==> config.mk <==
export PLATFORM = sky130hd
export DESIGN_NAME = mem_copy_engine
export DESIGN_NICKNAME = d
export VERILOG_FILES = /design/src/rtl/mem_copy_engine_pkg.sv /design/src/rtl/copy_addr_counter.sv /design/src/rtl/mem_copy_engine.sv
export SDC_FILE = /design/constraint.sdc
export NUM_CORES = 1
export LEC_CHECK = 0
export ABC_AREA = 1
export BUFFER_PORTS_ARGS = -buffer_cell sky130_fd_sc_hd__buf_2
export CAP_MARGIN = 0
export CORE_UTILIZATION = 50
export DETAILED_ROUTE_END_ITERATION = 8
export PLACE_DENSITY = 0.87
export RECOVER_POWER = 100
export SLEW_MARGIN = 20
export SYNTH_ARGS = -nofsm -noshare
export SYNTH_HDL_FRONTEND = slang
export SYNTH_SLANG_ARGS = --single-unit
==> constraint.sdc <==
create_clock -name clk -period 1.9 [get_ports clk]
set_clock_uncertainty 0.15 [all_clocks]
set_input_delay 0.285 -clock clk [delete_from_list [all_inputs] [get_ports clk]]
set_output_delay 0.285 -clock clk [all_outputs]
set_load 0.05 [all_outputs]
==> src/rtl/mem_copy_engine_pkg.sv <==
// Shared definitions for the memory copy engine.
//   ADDR_W / DATA_W / LEN_W : default widths for a 16K x 16 RAM
//   state_e                 : 2-bit FSM encoding
package mem_copy_engine_pkg;
  localparam int ADDR_W = 14;
  localparam int DATA_W = 16;
  localparam int LEN_W  = 15;

  typedef enum logic [1:0] {
    ST_IDLE = 2'd0,
    ST_RD   = 2'd1,
    ST_WR   = 2'd2,
    ST_DONE = 2'd3
  } state_e;
endpackage

==> src/rtl/copy_addr_counter.sv <==
// Loadable wrapping word pointer.
//   clk, rst  : clock, synchronous active-high reset (clears to 0)
//   load      : load load_val (wins over inc)
//   inc       : advance by one, wrapping modulo 2^W
//   value     : current pointer
module copy_addr_counter #(
  parameter int W = 14
) (
  input  logic         clk,
  input  logic         rst,
  input  logic         load,
  input  logic [W-1:0] load_val,
  input  logic         inc,
  output logic [W-1:0] value
);
  logic [W-1:0] val_q;

  always_ff @(posedge clk) begin
    if (rst)       val_q <= '0;
    else if (load) val_q <= load_val;
    else if (inc)  val_q <= val_q + W'(1);  // natural wrap at 2^W
  end

  assign value = val_q;
endmodule

==> src/rtl/mem_copy_engine.sv <==
// Word-by-word RAM-to-RAM copy engine: one read cycle followed by one write
// cycle per word, strictly ascending addresses.
//   clk, re            : clock, synchronous active-high reset
//   start/src/dst/len  : copy request, sampled only while idle
//   busy, done, count  : status; done is a one-cycle pulse
//   m_e/m_r/m_w/m_addr/m_din/m_dout : single-port RAM interface, read data
//                        arrives combinationally in the read cycle
module mem_copy_engine #(
  parameter int ADDR_W = mem_copy_engine_pkg::ADDR_W,
  parameter int DATA_W = mem_copy_engine_pkg::DATA_W,
  parameter int LEN_W  = mem_copy_engine_pkg::LEN_W
) (
  input  logic              clk,
  input  logic              re,
  input  logic              start,
  input  logic [ADDR_W-1:0] src,
  input  logic [ADDR_W-1:0] dst,
  input  logic [LEN_W-1:0]  len,
  output logic              busy,
  output logic              done,
  output logic [LEN_W-1:0]  count,
  output logic              m_e,
  output logic [ADDR_W-1:0] m_addr,
  output logic              m_w,
  output logic              m_r,
  output logic [DATA_W-1:0] m_din,
  input  logic [DATA_W-1:0] m_dout
);
  import mem_copy_engine_pkg::*;

  state_e              state_q;
  logic [LEN_W-1:0]    rem_q, cnt_q;
  logic [DATA_W-1:0]   hold_q;
  logic [ADDR_W-1:0]   m_addr_q;
  logic                m_e_q, m_r_q, m_w_q, busy_q, done_q;
  logic [ADDR_W-1:0]   rptr, wptr;
  logic                accept;

  assign accept = (state_q == ST_IDLE) && start;

  copy_addr_counter #(.W(ADDR_W)) u_rptr (
    .clk(clk), .rst(re), .load(accept), .load_val(src),
    .inc(state_q == ST_RD), .value(rptr)
  );

  copy_addr_counter #(.W(ADDR_W)) u_wptr (
    .clk(clk), .rst(re), .load(accept), .load_val(dst),
    .inc(state_q == ST_WR), .value(wptr)
  );

  // Outputs are registered from the state being entered, so the strobes and
  // address line up with RD/WR. On WR->RD the read pointer has already been
  // advanced by the previous RD edge; on IDLE->RD it is not loaded yet, so src
  // is used directly.
  always_ff @(posedge clk) begin
    if (re) begin
      state_q  <= ST_IDLE;
      rem_q    <= '0;
      cnt_q    <= '0;
      hold_q   <= '0;
      m_addr_q <= '0;
      m_e_q    <= 1'b0;
      m_r_q    <= 1'b0;
      m_w_q    <= 1'b0;
      busy_q   <= 1'b0;
      done_q   <= 1'b0;
    end else begin
      m_e_q  <= 1'b0;
      m_r_q  <= 1'b0;
      m_w_q  <= 1'b0;
      done_q <= 1'b0;
      case (state_q)
        ST_IDLE: if (start) begin
          rem_q  <= len;
          cnt_q  <= '0;
          busy_q <= 1'b1;
          if (len != '0) begin
            state_q  <= ST_RD;
            m_e_q    <= 1'b1;
            m_r_q    <= 1'b1;
            m_addr_q <= src;
          end else begin
            state_q <= ST_DONE;
            done_q  <= 1'b1;
          end
        end
        ST_RD: begin
          hold_q   <= m_dout;
          state_q  <= ST_WR;
          m_e_q    <= 1'b1;
          m_w_q    <= 1'b1;
          m_addr_q <= wptr;
        end
        ST_WR: begin
          cnt_q <= cnt_q + LEN_W'(1);
          rem_q <= rem_q - LEN_W'(1);
          if (rem_q != LEN_W'(1)) begin
            state_q  <= ST_RD;
            m_e_q    <= 1'b1;
            m_r_q    <= 1'b1;
            m_addr_q <= rptr;
          end else begin
            state_q <= ST_DONE;
            done_q  <= 1'b1;
          end
        end
        ST_DONE: begin
          state_q <= ST_IDLE;
          busy_q  <= 1'b0;
        end
        default: state_q <= ST_IDLE;
      endcase
    end
  end

  assign busy   = busy_q;
  assign done   = done_q;
  assign count  = cnt_q;
  assign m_e    = m_e_q;
  assign m_r    = m_r_q;
  assign m_w    = m_w_q;
  assign m_addr = m_addr_q;
  assign m_din  = hold_q;
endmodule

[Word-level counts from Yosys, hierarchy flattened]
Index checks and enable logic that the tools add are counted.
W data, S select, Z words.
Cells by class
  equal/unequal tests: 7
  add/sub/neg operators: 4
  reduce and logical (&&, ||, !) cells: 11
  muxes and demuxes: 28
Operators with widths (number)
  $mux W14: 7
  $pmux W15 S2: 2
  $pmux W14 S3: 1
  $mux W15: 2
  $add A14 B1 Y14 const B: 2
  $add A15 B1 Y15 const B: 1
  $ne A15 B1 Y1 const B: 1
  $reduce_bool A15 Y1: 1
  $sub A15 B1 Y15 const B: 1
  $mux W1: 8
  $pmux W2 S4: 1
  $reduce_bool A2 Y1: 4
  $mux W2: 3
  $pmux W1 S2: 3
  $eq A2 B2 Y1 const B: 2
  $ne A2 B2 Y1 const B: 2
  $reduce_and A2 Y1: 2
  $reduce_and A4 Y1: 1
  $pmux W1 S3: 1
  $reduce_bool A3 Y1: 1
  $eq A2 B1 Y1 const B: 1
  $logic_not A2 Y1: 1
  $ne A2 B1 Y1 const B: 1
  $logic_and A1 B1 Y1: 1
Word-level totals
  input port bits: 62
  word-level logic and storage cells: 62
  bits in registers: 95
  output and inout port bits: 50

[Logic depth before layout (Yosys ltp)]
  depth in word-level cells: 4
  gate-level depth with buffers: 11
  mapped depth without buffers: 10

[Cells and area by module]
A second synthesis with hierarchy kept.
Second synthesis, totals
  cell total of the unflattened synthesis: 834
  area, all modules: 5430.2 um2
Modules (own cells, without submodules)
  mem_copy_engine: seq. area each 1341.3 um2, cells an instance 578, times used 1, area each 3678.5 um2
  copy_addr_counter: seq. area each 280.3 um2, cells an instance 128, times used 2, area each 875.8 um2

[Worst setup path after synthesis]
Ideal clock, no wire load.
  path type: register to register
  start: register cnt_q[0] (netlist: count[0])
  end: register cnt_q[14] (netlist: count[14])
  stages on the path, launching flop included: 7
  setup time: 0.132 ns
  path slack: 0.033 ns
  data required time: 1.618 ns
  data arrival time: 1.585 ns
  cells stage by stage: dfxtp_1 > ha_1 > inv_1 > nor3_1 > nand3_1 > nand4_1 > a21oi_1
On the way
  word-level cells in the longest chain between the ends: 2
Ends and longest elaborated chain
  start, declared: RTL line mem_copy_engine.sv:32  | logic [LEN_W-1:0] rem_q, cnt_q;
  start signal, assigned: RTL line mem_copy_engine.sv:95  | cnt_q <= cnt_q + LEN_W'(1);
  $add A15 B1 Y15: RTL line mem_copy_engine.sv:95
  $pmux W15 S2: RTL line mem_copy_engine.sv:72  | case (state_q)
Every way passes these cells.
A chain may end at the register's enable or synchronous reset.

[Worst setup path in the final report]
  start: register state_q[0]
  end: register m_addr_q[6] (netlist: m_addr[6])
On the way
  word-level cells in the longest chain between the ends: 3
Ends and longest elaborated chain
  start, declared: RTL line mem_copy_engine.sv:31  | state_e state_q;
  start signal, assigned: RTL line mem_copy_engine.sv:57  | state_q <= ST_IDLE;
  start signal, assigned: RTL line mem_copy_engine.sv:78  | state_q <= ST_RD;
  start signal, assigned: RTL line mem_copy_engine.sv:83  | state_q <= ST_DONE;
  $eq A2 B2 Y1 (tied with other cells): RTL line mem_copy_engine.sv:72
  $ne A2 B2 Y1 (no source line) (tied with other cells)
  $reduce_and A4 Y1 (no source line)
  end signal, assigned: RTL line mem_copy_engine.sv:81  | m_addr_q <= src;
  end signal, assigned: RTL line mem_copy_engine.sv:92  | m_addr_q <= wptr;
  end signal, assigned: RTL line mem_copy_engine.sv:101  | m_addr_q <= rptr;
  end, declared: RTL line mem_copy_engine.sv:34  | logic [ADDR_W-1:0] m_addr_q;
Parallel ways exist; a longest one is shown, timed or not.

==> flow_summary.toml <==
[routing]
wl_met1_um = 6860
drtIter0Drc = 481
wl_per_cell_um = 13.5
wl_um = 15700
vias = 6189
ant_nets = 0
post_drt_via_cell_ratio = 5.32
dr.pass1.iters = 8
met3_length_um = 1180
drc = 0
route.top_layer_used = "met4"
dr_wl_met2_um = 7370

[floorplan]
die_area_mm2 = 0.0117
fp.dieW_um = 108
initial_core_util_pct = 51.7
die_h_um = 108
num_rows = 38
io_pins = 112
fp.coreArea_mm2 = 0.0109

[synthesis]
yosys_warnings = 0
synthesis.area_mm2 = 0.00566
synth_flop_cell = "dfxtp_1"
synth_seq_cells = 95
yosysSeqAreaShare_pct = 33.6
synthCells = 898
synth_top_area_share_pct = 33.6
syn_nets = 969
yosysTopAreaCell = "dfxtp_1"
synth_edf_count = 0
synth_area_leaders = "dfxtp_1 (34%), nand2_1 (15%), nor2_1 (8.6%)"
ys_async_sr_fraction_pct = 0
synth.distinct_cells = 35
synth.avg_cell_area_um2 = 6.30

[worst_setup_path]
crit_type = "flop to flop"
cp.arrival_ns = 1.99
crit_required_ns = 2.04
worst-r2r-setup-slack_ns = 0.05
critPathLaunchType = "flop"
worstPathMaxFanout = 7
crit_path_end_kind = "flop"

[timing]
max_freq_ghz = 0.541
rsz0062_at_grt = "yes"
slew_headroom_pct = 58.6
final_max_slew_viol_count = 0
fin_crit_ns = 1.85
setup_viol = 0
worstMarginPinSlew_ns = 0.623
setup_tns_ns = 0
hold_slack_ns = 0.00731
fin_crit_sh_pct = 97.3
finalHoldViolCount = 0

[power_and_ir_drop]
ir_drop_mv = 0.662
p_per_area_mw_per_mm2 = 916
power_mw = 6.21
p_leak_nw = 3.03

[cts]
clkSlewWorstSetupHoldPaths_ns = 0.07
root_buffer = "clkbuf_16"
insertion_delay_ns = 0.35
cts_tree = "done"
numCtsBuffers = 9
clock_sinks = 95
cts_hold_buf = 0
clockBufferDepth = 2
h-tree-depth = 3

[finish]
drive_above_1_share_pct = 16.1
antennaDiodeCount = 0
stdcell_count = 1163
area_growth_pct = 19.9
fill_cells = 1035
layout.nets = 1089
final_core_util_pct = 62.0

[hold_path]
hold_class = "input port to flop"

[place]
port_buffers = 111
dp_hpwl_um = 11200
gp_congestion = 0.906
place_inst = 1141

[global_routing]
grt_max_degree = 45
antenna_found_initial = 0
grt_pass1_vias = 5399
track_usage_pct = 27.2
grt_overflow_total = 0
grt_pass1_wl_um = 25200

[run_status]
status = "completed"

[flow_run]
drv_cap = 0
==> per-stage QoR <==
step	worst slack [ns]	cell area, µm²
global route	-0.0118	6780
global placement	0.0449	6440
CTS	0.0137	6720
detailed placement	-0.0160	6440
floorplan	0.0328	5660
finish	0.0516	6780
==> flip-flops by register name (all words and copies together) (netlist names) <==
name,flops
m_e,1
m_addr,14
u_wptr.value,14
busy,1
state_q,2
m_r,1
done,1
count,15
rem_q,15
u_rptr.value,14
m_w,1
m_din,16
==> synthesized netlist by cell type (10+ instances only) <==
master	number
nand4_1	31
buf_2	11
inv_1	116
a21oi_1	63
nand3_1	44
clkinv_1	10
o21ai_0	61
nand2_1	221
dfxtp_1	95
nor2_2	12
clkbuf_1	12
nor2_1	129
xor2_1	11
==> power by group <==
part / switching, mW / internal [mW] / total [mW] / leakage (nW)
clock: 0.813 / 0.887 / 1.70 / 0.132
sequential: 0.182 / 2.22 / 2.40 / 0.781
combinational: 1.45 / 0.660 / 2.11 / 2.12
total: 2.45 / 3.76 / 6.21 / 3.03
==> cell type report <==
type | count | area [µm²] | share of cell area, %
clock inverter | 7 | 47.5 | 0.701
tap | 140 | 175 | 2.58
clock buffer | 9 | 225 | 3.32
inverter | 131 | 500 | 7.38
timing repair buffer | 144 | 808 | 11.9
sequential | 95 | 1900 | 28.1
multi-input combinational | 637 | 3120 | 46.0
==> worst paths after layout <==
path / cells after the start / end / start
worst max-delay path: 10 / m_addr[6] / state_q[0]
worst min-delay path: 3 / m_din[8] / m_dout[8]
worst max register to register: 10 / m_addr[6] / state_q[0]
worst min register to register: 2 / rem_q[2] / rem_q[2]
==> logic make-up (layout without fill, tap and decap cells) <==
group,Yosys count,after routing,synth area share [%]
adders and majority gates,9,9,1.99
AOI/OAI and AO/OA,157,157,15.1
buffers and inverters,168,291,12.3
xor gates and xnor gates,11,11,1.70
and+or+nand+nor,458,460,35.3
DFF,95,95,33.6
==> routing by layer <==
layer,vias up,global-route usage (%)
li1,3109,-
met1,2774,35.9
met2,275,44.4
met3,31,5.00
met4,0,9.65
met5,-,0
==> layout by cell type (no fill, tap or decap), types with 11 or more instances in the layout <==
master | netlist | layout
nor2_2 | 12 | 12
o21ai_0 | 61 | 58
buf_4 | 8 | 26
a21oi_1 | 63 | 63
nand4_1 | 31 | 31
nand3_1 | 44 | 43
nand2_1 | 221 | 220
clkbuf_1 | 12 | 38
dfxtp_1 | 95 | 93
buf_2 | 11 | 73
xor2_1 | 11 | 11
inv_1 | 116 | 115
nor2_1 | 129 | 129
==> worst max-delay path, stage by stage, from the launching register on <==
cell and delay (ns):
dfxtp_2 0.35, inv_1 0.09, ha_4 0.19, buf_4 0.14
nand2_4 0.10, inv_2 0.10, nor2_8 0.18, nand3_2 0.20
nand2_1 0.12, clkinv_1 0.07, nor2_2 0.09
==> timing repair <==
item                                    in CTS  in global routing
pin swaps                                    1                  5
setup buffers                                0                  4
endpoints found under the setup margin       6                 55
resized for setup                            4                 19
cloned                                       0                  2
Power figures use the tool's default switching activity.
